### config.mk
export PLATFORM = sky130hd
export DESIGN_NAME = acc_seq
export DESIGN_NICKNAME = d
export VERILOG_FILES = /design/src/rtl/acc_seq.sv
export SDC_FILE = /design/constraint.sdc
export NUM_CORES = 1
export LEC_CHECK = 0
export ABC_CLOCK_PERIOD_IN_PS = 2500
export CAP_MARGIN = 20
export CORE_ASPECT_RATIO = 1.1
export CORE_MARGIN = 2
export CORE_UTILIZATION = 49
export CTS_BUF_LIST = sky130_fd_sc_hd__clkbuf_4 sky130_fd_sc_hd__clkbuf_8 sky130_fd_sc_hd__clkbuf_16
export CTS_CLUSTER_DIAMETER = 100
export DETAILED_ROUTE_END_ITERATION = 8
export PLACE_DENSITY = 0.88
export SKIP_CTS_REPAIR_TIMING = 1
export SKIP_LAST_GASP = 1
export SYNTH_ARGS = -nofsm -noshare
export SYNTH_HDL_FRONTEND = slang
export SYNTH_SLANG_ARGS = --single-unit
### constraint.sdc
create_clock -name CLK -period 2.5 [get_ports CLK]
set_input_delay 0.5 -clock CLK [delete_from_list [all_inputs] [get_ports CLK]]
set_output_delay 0.5 -clock CLK [all_outputs]
set_load 0.01 [all_outputs]
### src/rtl/acc_seq.sv
// Sequencer for a DSP-style accumulate run: drives CEP/RSTP/ACC_SEL of an
// external P register and counts accepted beats.
module acc_seq #(
  parameter int PREG = 1
) (
  input  logic       CLK,
  input  logic       RST_N,
  input  logic       START,
  input  logic [7:0] LEN,
  input  logic       IN_VALID,
  input  logic       ABORT,
  output logic       CEP,
  output logic       RSTP,
  output logic       ACC_SEL,
  output logic       BUSY,
  output logic       OUT_VALID,
  output logic [7:0] BEAT_CNT,
  output logic       ERR
);

  typedef enum logic [1:0] {S_IDLE, S_CLEAR, S_ACCUM, S_DONE} state_t;

  state_t     r_state, w_next;
  logic [7:0] r_len, r_cnt;
  logic       r_err;
  logic       w_start_ok, w_rej, w_last, w_beat;

  assign w_start_ok = START && (LEN != 8'd0);
  assign w_rej      = START && ((r_state != S_IDLE) || (LEN == 8'd0));
  assign w_last     = IN_VALID && ((r_cnt + 8'd1) == r_len);
  assign w_beat     = (r_state == S_ACCUM) && IN_VALID && !ABORT;

  always_comb begin
    w_next    = r_state;
    CEP       = 1'b0;
    RSTP      = 1'b0;
    OUT_VALID = 1'b0;
    case (r_state)
      S_IDLE:  if (w_start_ok) w_next = S_CLEAR;
      S_CLEAR: begin
        CEP    = 1'b1;
        RSTP   = 1'b1;
        w_next = S_ACCUM;
      end
      S_ACCUM: begin
        CEP = IN_VALID;
        if (w_last) begin
          // Without the P register the sum is already at the output on the last beat.
          if (PREG == 0) begin
            OUT_VALID = 1'b1;
            w_next    = S_IDLE;
          end else begin
            w_next    = S_DONE;
          end
        end
      end
      S_DONE: begin
        OUT_VALID = 1'b1;
        w_next    = S_IDLE;
      end
      default: w_next = S_IDLE;
    endcase
    // Abort overrides everything, including a coincident last beat.
    if (ABORT && (r_state != S_IDLE)) begin
      CEP       = 1'b1;
      RSTP      = 1'b1;
      OUT_VALID = 1'b0;
      w_next    = S_IDLE;
    end
  end

  assign BUSY     = (r_state != S_IDLE);
  assign ACC_SEL  = BUSY && (r_cnt != 8'd0);
  assign BEAT_CNT = r_cnt;
  assign ERR      = r_err;

  always_ff @(posedge CLK or negedge RST_N) begin
    if (!RST_N) begin
      r_state <= S_IDLE;
      r_len   <= 8'd0;
      r_cnt   <= 8'd0;
      r_err   <= 1'b0;
    end else begin
      r_state <= w_next;
      r_err   <= w_rej;
      if ((r_state == S_IDLE) && w_start_ok) begin
        r_len <= LEN;
        r_cnt <= 8'd0;
      end else if (w_beat) begin
        r_cnt <= r_cnt + 8'd1;
      end
    end
  end

endmodule
==> qor.tcl <==
set qor(status) {finished clean}
set qor(utilization_of_the_core_after_routing) 0.676
set qor(regToRegEndpoint) {r_state[1]}
set qor(die_x_um) 51.0
set qor(final_net_count) 167
set qor(post-dp-hpwl_um) 1950
set qor(die-height_um) 55.7
set qor(r2r_slack_ns) 0.46
set qor(number_of_drc_violations_after_detailed_routing_iteration_0) 23
set qor(syn-num-nets) 138
set qor(post_synth_main_area_contributors) {sky130_fd_sc_hd__dfrtp_1 40%, sky130_fd_sc_hd__xnor2_1 11%, sky130_fd_sc_hd__mux2_2 7.6%}
set qor(synth.most_common_cell) {sky130_fd_sc_hd__dfrtp_1}
set qor(groute.usage.overall) 0.188
set qor(worstSetupEndpointType) {output pin}
set qor(worst-endpoint-arrival_ns) 1.93
set qor(cellLeakagePower_nw) 0.604
set qor(cp_max_stage_delay_ns) 0.56
set qor(ys_seq_elements) 19
set qor(grt_pass1_wl_um) 4130
set qor(design_area_sq_um) 1540
set qor(cp_cell_sequence) {inv_2, ha_4, inv_1, nand2_1, and2_1, clkdlybuf4s50_1}
set qor(synth-seq-area-share) 0.399
set qor(numCtsBuffers) 3
set qor(number_of_stages_on_the_worst_setup_path) 6
set qor(critical_path.slowest_cell) {sky130_fd_sc_hd__clkdlybuf4s50_1}
set qor(synthArstFlopShare) 1.00
set qor(cts-htree-levels) 1
set qor(core_area_sq_um) 2270
set qor(dieArea_sq_um) 2840
set qor(n_diodes) 0
set qor(globalplace.congestion) 0.811
set qor(hold_start) {r_len[3]}
set qor(grt_pass1_vias) 934
set qor(setup_viol_count_final) 0
set qor(unrepaired_setup_endpoints_after_global_routing) {true}
set qor(fin_crit_ns) 2.43
set qor(max_frequency_mhz) 412
set qor(ys_warn_count) 0
set qor(tightest_slew_ns) 0.833
set qor(postPlaceCellArea_sq_um) 1490
set qor(timing.critical_path.buf_inv) 3
set qor(timing.critical_path.max_delay_family) {buffers and inverters}
set qor(min_period_over_period) 0.972
set qor(cts_sinks) 19
set qor(maxCapViolCount) 0
set qor(worst_slack_ns) 0.0712
set qor(post-synth-top-area-cell) {sky130_fd_sc_hd__dfrtp_1}
set qor(finish.cell_count_without_fillers) 177
set qor(post_route_cells_drive_above_1_share) 0.170
set qor(antenna_found_initial) 0
set qor(max_slew_margin) 0.443
set qor(mappedNetlistArea_sq_um) 1190
set qor(clock_tree_from_tritoncts) {built}
set qor(clock_path_buffers) 2
set qor(area_overhead_of_the_layout_relative_to_synthesis_pct) 29.0
set qor(grt_start_max_net_pins) 20
set qor(number_of_instances_in_the_synthesized_netlist) 119
set qor(drt-pass1-iter-count) 4
set qor(io_pins) 27
set qor(setup.worst_path.class) {reg2out}
set qor(dpl_worst_slack_ns) 0.201
set qor(row_count) 18
set qor(numPlacedInstances) 173
set qor(synthTopCellsByCount) {19 x sky130_fd_sc_hd__dfrtp_1, 15 x sky130_fd_sc_hd__xnor2_1, 11 x sky130_fd_sc_hd__nand2_1}
set qor(io_buffer_count) 26
set qor(ys_types) 31
set qor(avgSynthCellArea_sq_um) 10.0
set qor(worstSkewPairLatency_ns) 0.29
set qor(timing_hold_violations_final) 0
set qor(totalPowerFinal_mw) 1.35
set qor(number_of_nets_still_failing_antenna_checks_after_routing) 0
set qor(worst_skew_ns) 0.00286
set qor(r2r.worst_path.cells) 7
set qor(whs_endpoint) {r_len[3]}
set qor(count_of_cells_along_the_worst_hold_path) 1
set qor(timing.critical_path.from_type) {flip-flop}
set qor(synth-edff-count) 0
set qor(clk_transition_reported_paths_ns) 0.10
set qor(max_slew_violation_total_from_the_final_report) 0
set qor(initial_core_util) 0.524
set qor(worst-path-max-fanout) 7
set qor(hold_class) {reg2reg}
set qor(via_per_inst) 5.46
set qor(grt_remaining_overflow) 0
set qor(worst-endpoint-required_ns) 2.00
set qor(synth_top_area_frac) 0.399
set qor(cts_root_buffer) {sky130_fd_sc_hd__clkbuf_4}
set qor(routed_wire_length_per_instance_um) 13.6
set qor(drc_errors) 0
set qor(regToRegStartpoint) {BEAT_CNT[1]}
set qor(synth_top_flop_cell) {sky130_fd_sc_hd__dfrtp_1}
set qor(routed_wl_um) 2410
set qor(power.density_nw_per_um2) 876
set qor(vdd.ir_drop.worst_uv) 687
set qor(vias_after_detailed_routing) 967
-- cells by family (layout without fill, tap and decap cells) --
group / Yosys count / count (layout) / share of synthesized area
AO/OA/AOI/OAI: 15 / 15 / 0.101
XOR/XNOR: 17 / 17 / 0.125
adder cells (fa/ha/maj): 6 / 6 / 0.0630
buffers and inverters: 11 / 39 / 0.0367
flip-flops: 19 / 19 / 0.399
multiplexers: 10 / 10 / 0.0923
AND/OR/NAND/NOR: 41 / 41 / 0.184
-- cell type report --
cell class	count	area (sq um)
inverters	7	26.3
repair buffers	28	275
flip-flops and latches	19	477
fillers	173	737
clock buffers	4	30.0
multi-input cells	89	692
well taps	30	37.5
-- layer usage --
| metal | up-vias | routed length, um | share of wire | track usage |
|---|---|---|---|---|
| li1 | 470 | - | - | - |
| met1 | 465 | 985 | 0.41 | 0.235 |
| met2 | 27 | 1310 | 0.54 | 0.325 |
| met3 | 5 | 65 | 0.027 | 0.0161 |
| met4 | 0 | 43 | 0.018 | 0.0811 |
| met5 | - | 0 | 0 | 0 |
-- layout by cell type (no fill, tap or decap), types with 3 or more instances in the layout --
| cell | count |
|---|---|
| sky130_fd_sc_hd__nand3_1 | 4 |
| sky130_fd_sc_hd__clkbuf_4 | 4 |
| sky130_fd_sc_hd__dfrtp_1 | 18 |
| sky130_fd_sc_hd__mux2_2 | 8 |
| sky130_fd_sc_hd__nor4_1 | 4 |
| sky130_fd_sc_hd__ha_1 | 5 |
| sky130_fd_sc_hd__nor2_1 | 10 |
| sky130_fd_sc_hd__inv_1 | 5 |
| sky130_fd_sc_hd__nor3_1 | 4 |
| sky130_fd_sc_hd__nand2_1 | 11 |
| sky130_fd_sc_hd__o21ai_0 | 3 |
| sky130_fd_sc_hd__clkdlybuf4s50_1 | 26 |
| sky130_fd_sc_hd__xnor2_1 | 15 |
| sky130_fd_sc_hd__a21oi_1 | 4 |
-- state kept, by name, summed over array words and instances (netlist names) --
signal,cells
ERR,1
r_len,8
r_state,2
BEAT_CNT,8
-- power by group --
group          internal [mW]  switching, mW
Clock                 0.0730         0.0883
Combinational          0.378          0.310
Sequential             0.404         0.0933
Total                  0.855          0.492
-- per-stage QoR --
| stage | hold WS [ns] | TNS (ns) |
|---|---|---|
| floorplan | 0.204 | 0 |
| global placement | 0.515 | 0 |
| detailed placement | 0.527 | 0 |
| CTS | 0.551 | -0.118 |
| global route | 0.561 | -0.0211 |
| finish | 0.545 | 0 |
-- worst max-delay path by stage --
stage | start | slack (ns) | endpoint
after floorplan | BEAT_CNT[0] | 0.55 | r_state[1]
after global placement | IN_VALID | 0.27 | CEP
after detailed placement | r_state[0] | 0.20 | OUT_VALID
after CTS | r_state[0] | -0.12 | OUT_VALID
after global routing | r_state[1] | -0.02 | OUT_VALID
final | r_state[0] | 0.07 | OUT_VALID
No activity file was read; power rests on OpenSTA's default activity.
